===== src/rtl/mandel_pixel_dispatcher.sv =====
// Frame walker for one Mandelbrot solver: launches each pixel,
// collects its iteration count and writes an RGB332 pixel.
module mandel_pixel_dispatcher #(
  parameter int WIDTH  = 640,
  parameter int HEIGHT = 480,
  parameter int AW     = 19
) (
  input  logic          clk,
  input  logic          reset,
  input  logic          start,
  input  logic          abort,
  input  logic [26:0]   x_start,
  input  logic [26:0]   y_start,
  input  logic [26:0]   dx,
  input  logic [26:0]   dy,
  input  logic [12:0]   max_iter,
  output logic          solver_start,
  output logic [26:0]   solver_cr,
  output logic [26:0]   solver_ci,
  output logic [12:0]   solver_max,
  input  logic [12:0]   solver_iter,
  input  logic          solver_done,
  output logic          wr_valid,
  input  logic          wr_ready,
  output logic [AW-1:0] wr_addr,
  output logic [7:0]    wr_data,
  output logic          busy,
  output logic          frame_done,
  output logic [31:0]   frame_cycles
);

  localparam int XW = (WIDTH  > 1) ? $clog2(WIDTH)  : 1;
  localparam int YW = (HEIGHT > 1) ? $clog2(HEIGHT) : 1;
  localparam logic [XW-1:0] X_LAST = XW'(WIDTH - 1);
  localparam logic [YW-1:0] Y_LAST = YW'(HEIGHT - 1);

  typedef enum logic [2:0] {
    S_IDLE,
    S_LAUNCH,
    S_GUARD,
    S_WAIT,
    S_WRITE,
    S_ADVANCE
  } state_t;

  state_t        r_state;
  state_t        w_next;
  logic          w_last;
  logic          w_finish;
  logic          w_hs;

  logic [26:0]   r_xs;
  logic [26:0]   r_dx;
  logic [26:0]   r_dy;
  logic [12:0]   r_max;
  logic [26:0]   r_cr;
  logic [26:0]   r_ci;
  logic [XW-1:0] r_x;
  logic [YW-1:0] r_y;
  logic [AW-1:0] r_addr;
  logic [7:0]    r_data;
  logic          r_abort_pend;
  logic [31:0]   r_cycles;
  logic          r_done;

  // Iteration count to RGB332; escaped-at-limit is black,
  // and a colour that would alias to black is nudged to 1.
  function automatic logic [7:0] f_colour(
    input logic [12:0] it,
    input logic [12:0] mx
  );
    logic [7:0] c;
    c = {it[2:0], it[5:3], it[7:6]};
    if (it >= mx) begin
      return 8'h00;
    end
    if (c == 8'h00) begin
      return 8'h01;
    end
    return c;
  endfunction

  assign w_last   = (r_x == X_LAST) && (r_y == Y_LAST);
  assign w_hs     = (r_state == S_WRITE) && wr_ready;
  assign w_finish = (r_state != S_IDLE) && (w_next == S_IDLE);

  // State register
  always_ff @(posedge clk or negedge reset) begin
    if (!reset) begin
      r_state <= S_IDLE;
    end else begin
      r_state <= w_next;
    end
  end

  // Next-state: abort exits at once except mid-handshake
  always_comb begin
    w_next = r_state;
    unique case (r_state)
      S_IDLE: begin
        if (start) begin
          w_next = S_LAUNCH;
        end
      end
      S_LAUNCH: begin
        w_next = abort ? S_IDLE : S_GUARD;
      end
      S_GUARD: begin
        w_next = abort ? S_IDLE : S_WAIT;
      end
      S_WAIT: begin
        if (abort) begin
          w_next = S_IDLE;
        end else if (solver_done) begin
          w_next = S_WRITE;
        end
      end
      S_WRITE: begin
        if (wr_ready) begin
          if (abort || r_abort_pend) begin
            w_next = S_IDLE;
          end else begin
            w_next = S_ADVANCE;
          end
        end
      end
      S_ADVANCE: begin
        if (abort || w_last) begin
          w_next = S_IDLE;
        end else begin
          w_next = S_LAUNCH;
        end
      end
      default: begin
        w_next = S_IDLE;
      end
    endcase
  end

  // Frame setup on start, raster step between pixels
  always_ff @(posedge clk or negedge reset) begin
    if (!reset) begin
      r_xs   <= '0;
      r_dx   <= '0;
      r_dy   <= '0;
      r_max  <= '0;
      r_cr   <= '0;
      r_ci   <= '0;
      r_x    <= '0;
      r_y    <= '0;
      r_addr <= '0;
    end else if (r_state == S_IDLE && start) begin
      r_xs   <= x_start;
      r_dx   <= dx;
      r_dy   <= dy;
      r_max  <= max_iter;
      r_cr   <= x_start;
      r_ci   <= y_start;
      r_x    <= '0;
      r_y    <= '0;
      r_addr <= '0;
    end else if (r_state == S_ADVANCE &&
                 w_next == S_LAUNCH) begin
      r_addr <= r_addr + AW'(1);
      if (r_x != X_LAST) begin
        r_x  <= r_x + XW'(1);
        r_cr <= r_cr + r_dx;
      end else begin
        r_x  <= '0;
        r_cr <= r_xs;
        r_y  <= r_y + YW'(1);
        r_ci <= r_ci - r_dy;
      end
    end
  end

  // Colour is fixed when the solver reports done
  always_ff @(posedge clk or negedge reset) begin
    if (!reset) begin
      r_data <= '0;
    end else if (r_state == S_WAIT &&
                 w_next == S_WRITE) begin
      r_data <= f_colour(solver_iter, r_max);
    end
  end

  // Abort seen during a stalled write ends the frame after it
  always_ff @(posedge clk or negedge reset) begin
    if (!reset) begin
      r_abort_pend <= 1'b0;
    end else if (r_state == S_IDLE || w_hs) begin
      r_abort_pend <= 1'b0;
    end else if (r_state == S_WRITE && abort) begin
      r_abort_pend <= 1'b1;
    end
  end

  // Busy-cycle counter and end-of-frame pulse
  always_ff @(posedge clk or negedge reset) begin
    if (!reset) begin
      r_cycles <= '0;
      r_done   <= 1'b0;
    end else begin
      r_done <= w_finish;
      if (r_state == S_IDLE) begin
        if (start) begin
          r_cycles <= '0;
        end
      end else if (r_cycles != 32'hFFFF_FFFF) begin
        r_cycles <= r_cycles + 32'd1;
      end
    end
  end

  assign solver_start = (r_state == S_LAUNCH);
  assign wr_valid     = (r_state == S_WRITE);
  assign busy         = (r_state != S_IDLE);
  assign solver_cr    = r_cr;
  assign solver_ci    = r_ci;
  assign solver_max   = r_max;
  assign wr_addr      = r_addr;
  assign wr_data      = r_data;
  assign frame_done   = r_done;
  assign frame_cycles = r_cycles;

endmodule


===== config.mk =====
export PLATFORM = sky130hd
export DESIGN_NAME = mandel_pixel_dispatcher
export DESIGN_NICKNAME = d
export VERILOG_FILES = /design/src/rtl/mandel_pixel_dispatcher.sv
export SDC_FILE = /design/constraint.sdc
export NUM_CORES = 1
export LEC_CHECK = 0
export CAP_MARGIN = 20
export CORE_MARGIN = 5
export CORE_UTILIZATION = 46
export CTS_BUF_LIST = sky130_fd_sc_hd__clkbuf_8
export CTS_CLUSTER_SIZE = 28
export DETAILED_ROUTE_END_ITERATION = 12
export PLACE_DENSITY = 0.73
export SLEW_MARGIN = 25
export SYNTH_ARGS = -nofsm -noshare
export SYNTH_HDL_FRONTEND = slang
export SYNTH_SLANG_ARGS = --single-unit
export TNS_END_PERCENT = 100

===== constraint.sdc =====
create_clock -name clk -period 2.6 [get_ports clk]
set_input_delay 0.26 -clock clk [delete_from_list [all_inputs] [get_ports clk]]
set_output_delay 0.26 -clock clk [all_outputs]
set_load 0.01 [all_outputs]

==> summary.txt <==
Status
  – Status: complete, but fails checks
  – Failing checks: setup timing

Yosys
  – Mapped Area: 0.01315 sq mm
  – Syn nets: ~1700
  – Ys async rst share: 100.0%
  – Synth Area in Adders: 6.868%
  – Synth Area in Compound Gates: a little over 20%
  – Multiplexer area fraction after synthesis: 0.3139%
  – Main combinational cell family by area after synthesis: compound AO/OA/AOI/OAI gates
  – FF+latch count, synth: 231
  – Post-synthesis sequential area ratio: 43.95%
  – YS warnings: 0
  – Unique masters post-synth: 75
  – Cell taking the most area after synthesis: dfrtp_1
  – Ys flop type: dfrtp_1
  – Synth Area in Simple Gates: 20.15%
  – Post-synth EDFFs: 0
  – Mapped Avg Cell Area: approximately 8.6 sq um
  – Synth Area in XOR/XNOR: 4.395%
  – Largest cells by area after synthesis: dfrtp_1, nand2_1, ha_1
  – Most common cell in the netlist: nand2_1
  – Area share of the largest cell type after synthesis: 43.95%
  – Synth Instances: 1537
  – Post-synth top cells: nand2_1, dfrtp_1, o21ai_0

Routing
  – Met1 WL: approximately 17 mm
  – DR WL met3: 3.054 mm
  – Total wire length: 39.21 mm
  – Top layer in use: met5
  – DRC Markers: 0
  – WL met2: about 18 mm
  – Via density: 5.480
  – TritonRoute pass-1 iters: 5
  – Via Count: between 10000 and 15000
  – Post-route ant nets: 0
  – WL/cell: 17.11 um
  – Initial DRC Count: 692

STA
  – Final Setup Violations: 7
  – Fmax: 0.3745 GHz
  – Slew Limit Fails: 0
  – Worst-Margin Slew: ~0.61 ns
  – Final cycle utilization of the critical path: 102.7%
  – Final worst setup slack: -0.07049 ns
  – Final Hold Fails: 0
  – Worst Clk Skew: 0.02406 ns
  – Final TNS setup: -0.2265 ns
  – Fin crit period: 2.670 ns
  – Slew headroom: 59.53%
  – RSZ-0062 raised after global routing: true

Die
  – Die area: between 0.03 and 0.04 sq mm
  – Die W: 179.1 um
  – Initial core utilization: 46.20%
  – Die Y: 179.1 um
  – Number of placed I/O pins: 270
  – Site row count: 62
  – Core Box Area: 0.02847 sq mm

Clocking
  – CTS sink count: 231
  – Htree depth: 2
  – Cts bufs inserted: 42
  – Worst-Skew Late Latency: 0.56 ns
  – CTS tree: yes
  – CTS root buf: clkbuf_8
  – Clk buf depth: 3
  – Clk slew on worst S/H paths: about 0.060 ns

Global routing
  – Vias in the first global route: ~13000
  – First-pass GRT wire length: roughly 64 mm
  – Total gr overflow: 0
  – Total track usage: 24.19%
  – Initial antenna violation count: 5
  – Maximum number of pins on one net before global-route repair: 104

Power and ir drop
  – Pleak: 8.130 nW
  – Worst IR Drop VDD: ~0.00067 V
  – Tot Pwr: between 20 and 25 mW
  – Pwr dens: 1231 mW/mm^2

Place
  – HPWL Detailed: 28.44 mm
  – PortBufs: around 270
  – Placed insts: 2207
  – Placed Area: 0.01681 sq mm
  – Pre-CTS WS: -0.1419 ns
  – RePlAce Congestion: 0.8988

Job
  – Max-cap violations: 0

Layout
  – Non-Filler Instances: between 2000 and 2500
  – # nets final: 2086
  – Finished Cell Area: between 0.015 and 0.02 sq mm
  – Layout cell share with drive strength beyond 1: 11.02%
  – Layout overhead on the synthesized area: 36.16%

Setup path
  – R2R cell count: 12
  – RR Startpoint: solver_ci[0]
  – WS Path Type: flip-flop to flip-flop
  – Critical Path AT: 3.11 ns
  – Capture point of the worst reg-to-reg path: solver_ci[22]
  – Worst EP required: around 3.0 ns
  – CP Launch Type: flip-flop
  – CP endpoint kind: flip-flop
  – CP max FO: 4
  – Reg2reg setup slack: -0.07 ns

Worst hold path
  – Hold WC Path Type: primary input to asynchronous set/reset pin
-- flip-flops by register name (all words and copies together) (netlist names) --
signal,cells
r_abort_pend,1
solver_max,13
frame_done,1
frame_cycles,32
wr_data,8
wr_addr,19
r_dy,27
r_dx,27
r_y,9
solver_cr,27
r_state,3
solver_ci,27
r_xs,27
r_x,10
-- layout make-up --
type | instances | area, sq um
fillers | 2439 | 10560
multi-input cells | 1172 | 7039
flip-flops and latches | 231 | 5781
repair buffers | 366 | 3503
clock buffers | 51 | 701.9
well taps | 384 | 480.5
inverters | 62 | 232.7
clock inverters | 23 | 163.9
diodes | 3 | 7.507
-- how the worst max path moves through the flow --
stage	startpoint	endpoint	slack (ns)
detailed placement	solver_cr[0]	solver_cr[18]	-0.14
global route	solver_ci[0]	solver_ci[22]	-0.18
floorplan	solver_ci[0]	solver_ci[26]	-0.07
CTS	solver_ci[0]	solver_ci[18]	-0.11
finish	solver_ci[0]	solver_ci[22]	-0.07
global placement	solver_ci[0]	solver_ci[18]	-0.09
-- cells by family after synthesis --
group	Yosys count
multiplexers	4
XOR/XNOR	66
AND/OR/NAND/NOR	595
flip-flops	231
AO/OA/AOI/OAI	436
buffers and inverters	134
adder cells (fa/ha/maj)	71
-- layout by cell type, fill, tap and decap left out, types with 6 or more instances in the layout --
master           synthesis  layout
nand2_1                302     301
clkdlybuf4s50_1          0     268
dfrtp_1                231     231
o21ai_0                153     148
nor2_1                 114     111
a21oi_1                110     105
buf_4                    1      90
inv_1                   62      71
ha_1                    69      67
clkbuf_8                 0      51
nand3_1                 43      41
xor2_1                  39      39
a21o_1                  32      32
xnor2_1                 27      27
and3_1                  26      26
nor3_1                  26      24
a31oi_1                 24      21
nand4_1                 19      19
or3_1                   17      17
a211oi_1                12      11
o21ai_1                  8      11
nand2b_1                10      10
and2_1                  10       8
o31ai_1                 12       8
a22o_1                   8       8
o21a_1                   7       7
o21bai_1                 7       7
a22oi_1                  7       7
o211ai_1                 7       7
clkinv_2                 0       7
nor2b_1                  6       6
buf_12                   0       6
-- report_power, final --
group / total, mW / internal [mW] / switching (mW)
Sequential: 5.75 / 4.85 / 0.903
Combinational: 12.7 / 5.90 / 6.81
Clock: 3.58 / 1.98 / 1.60
-- stage by stage --
| stage | hold slack [ns] | util [%] |
|---|---|---|
| after detailed placement | 0.2391 | 59.06 |
| after global placement | 0.2370 | 59.06 |
| after floorplan | -0.03559 | - |
| final | 0.2188 | 62.91 |
| after global routing | 0.2075 | 62.90 |
| after CTS | 0.2025 | 62.21 |
-- worst max-delay path, stage by stage, from the launching register on --
cell       delay [ns]
dfrtp_1          0.38
inv_1            0.06
ha_2             0.20
fa_2             0.24
nor2b_4          0.04
o31a_1           0.29
a2111oi_4        0.50
o31ai_4          0.11
a311oi_4         0.25
buf_4            0.19
o31ai_1          0.08
xnor2_1          0.15
o21ai_1          0.07
-- what timing repair did --
item,CTS,global route
pin swaps,6,25
endpoints found under the hold margin,56,0
hold buffers,1,0
gates cloned,0,0
setup buffers,0,7
resized for setup,8,31
setup endpoints to repair,11,51
-- metal layers --
layer	global-route usage [%]	vias to the layer above
met1	32.17	6035
met3	6.643	80
met4	7.426	4
li1	-	6070
met5	0	-
met2	38.67	372
No activity file was read; power rests on OpenSTA's default activity.
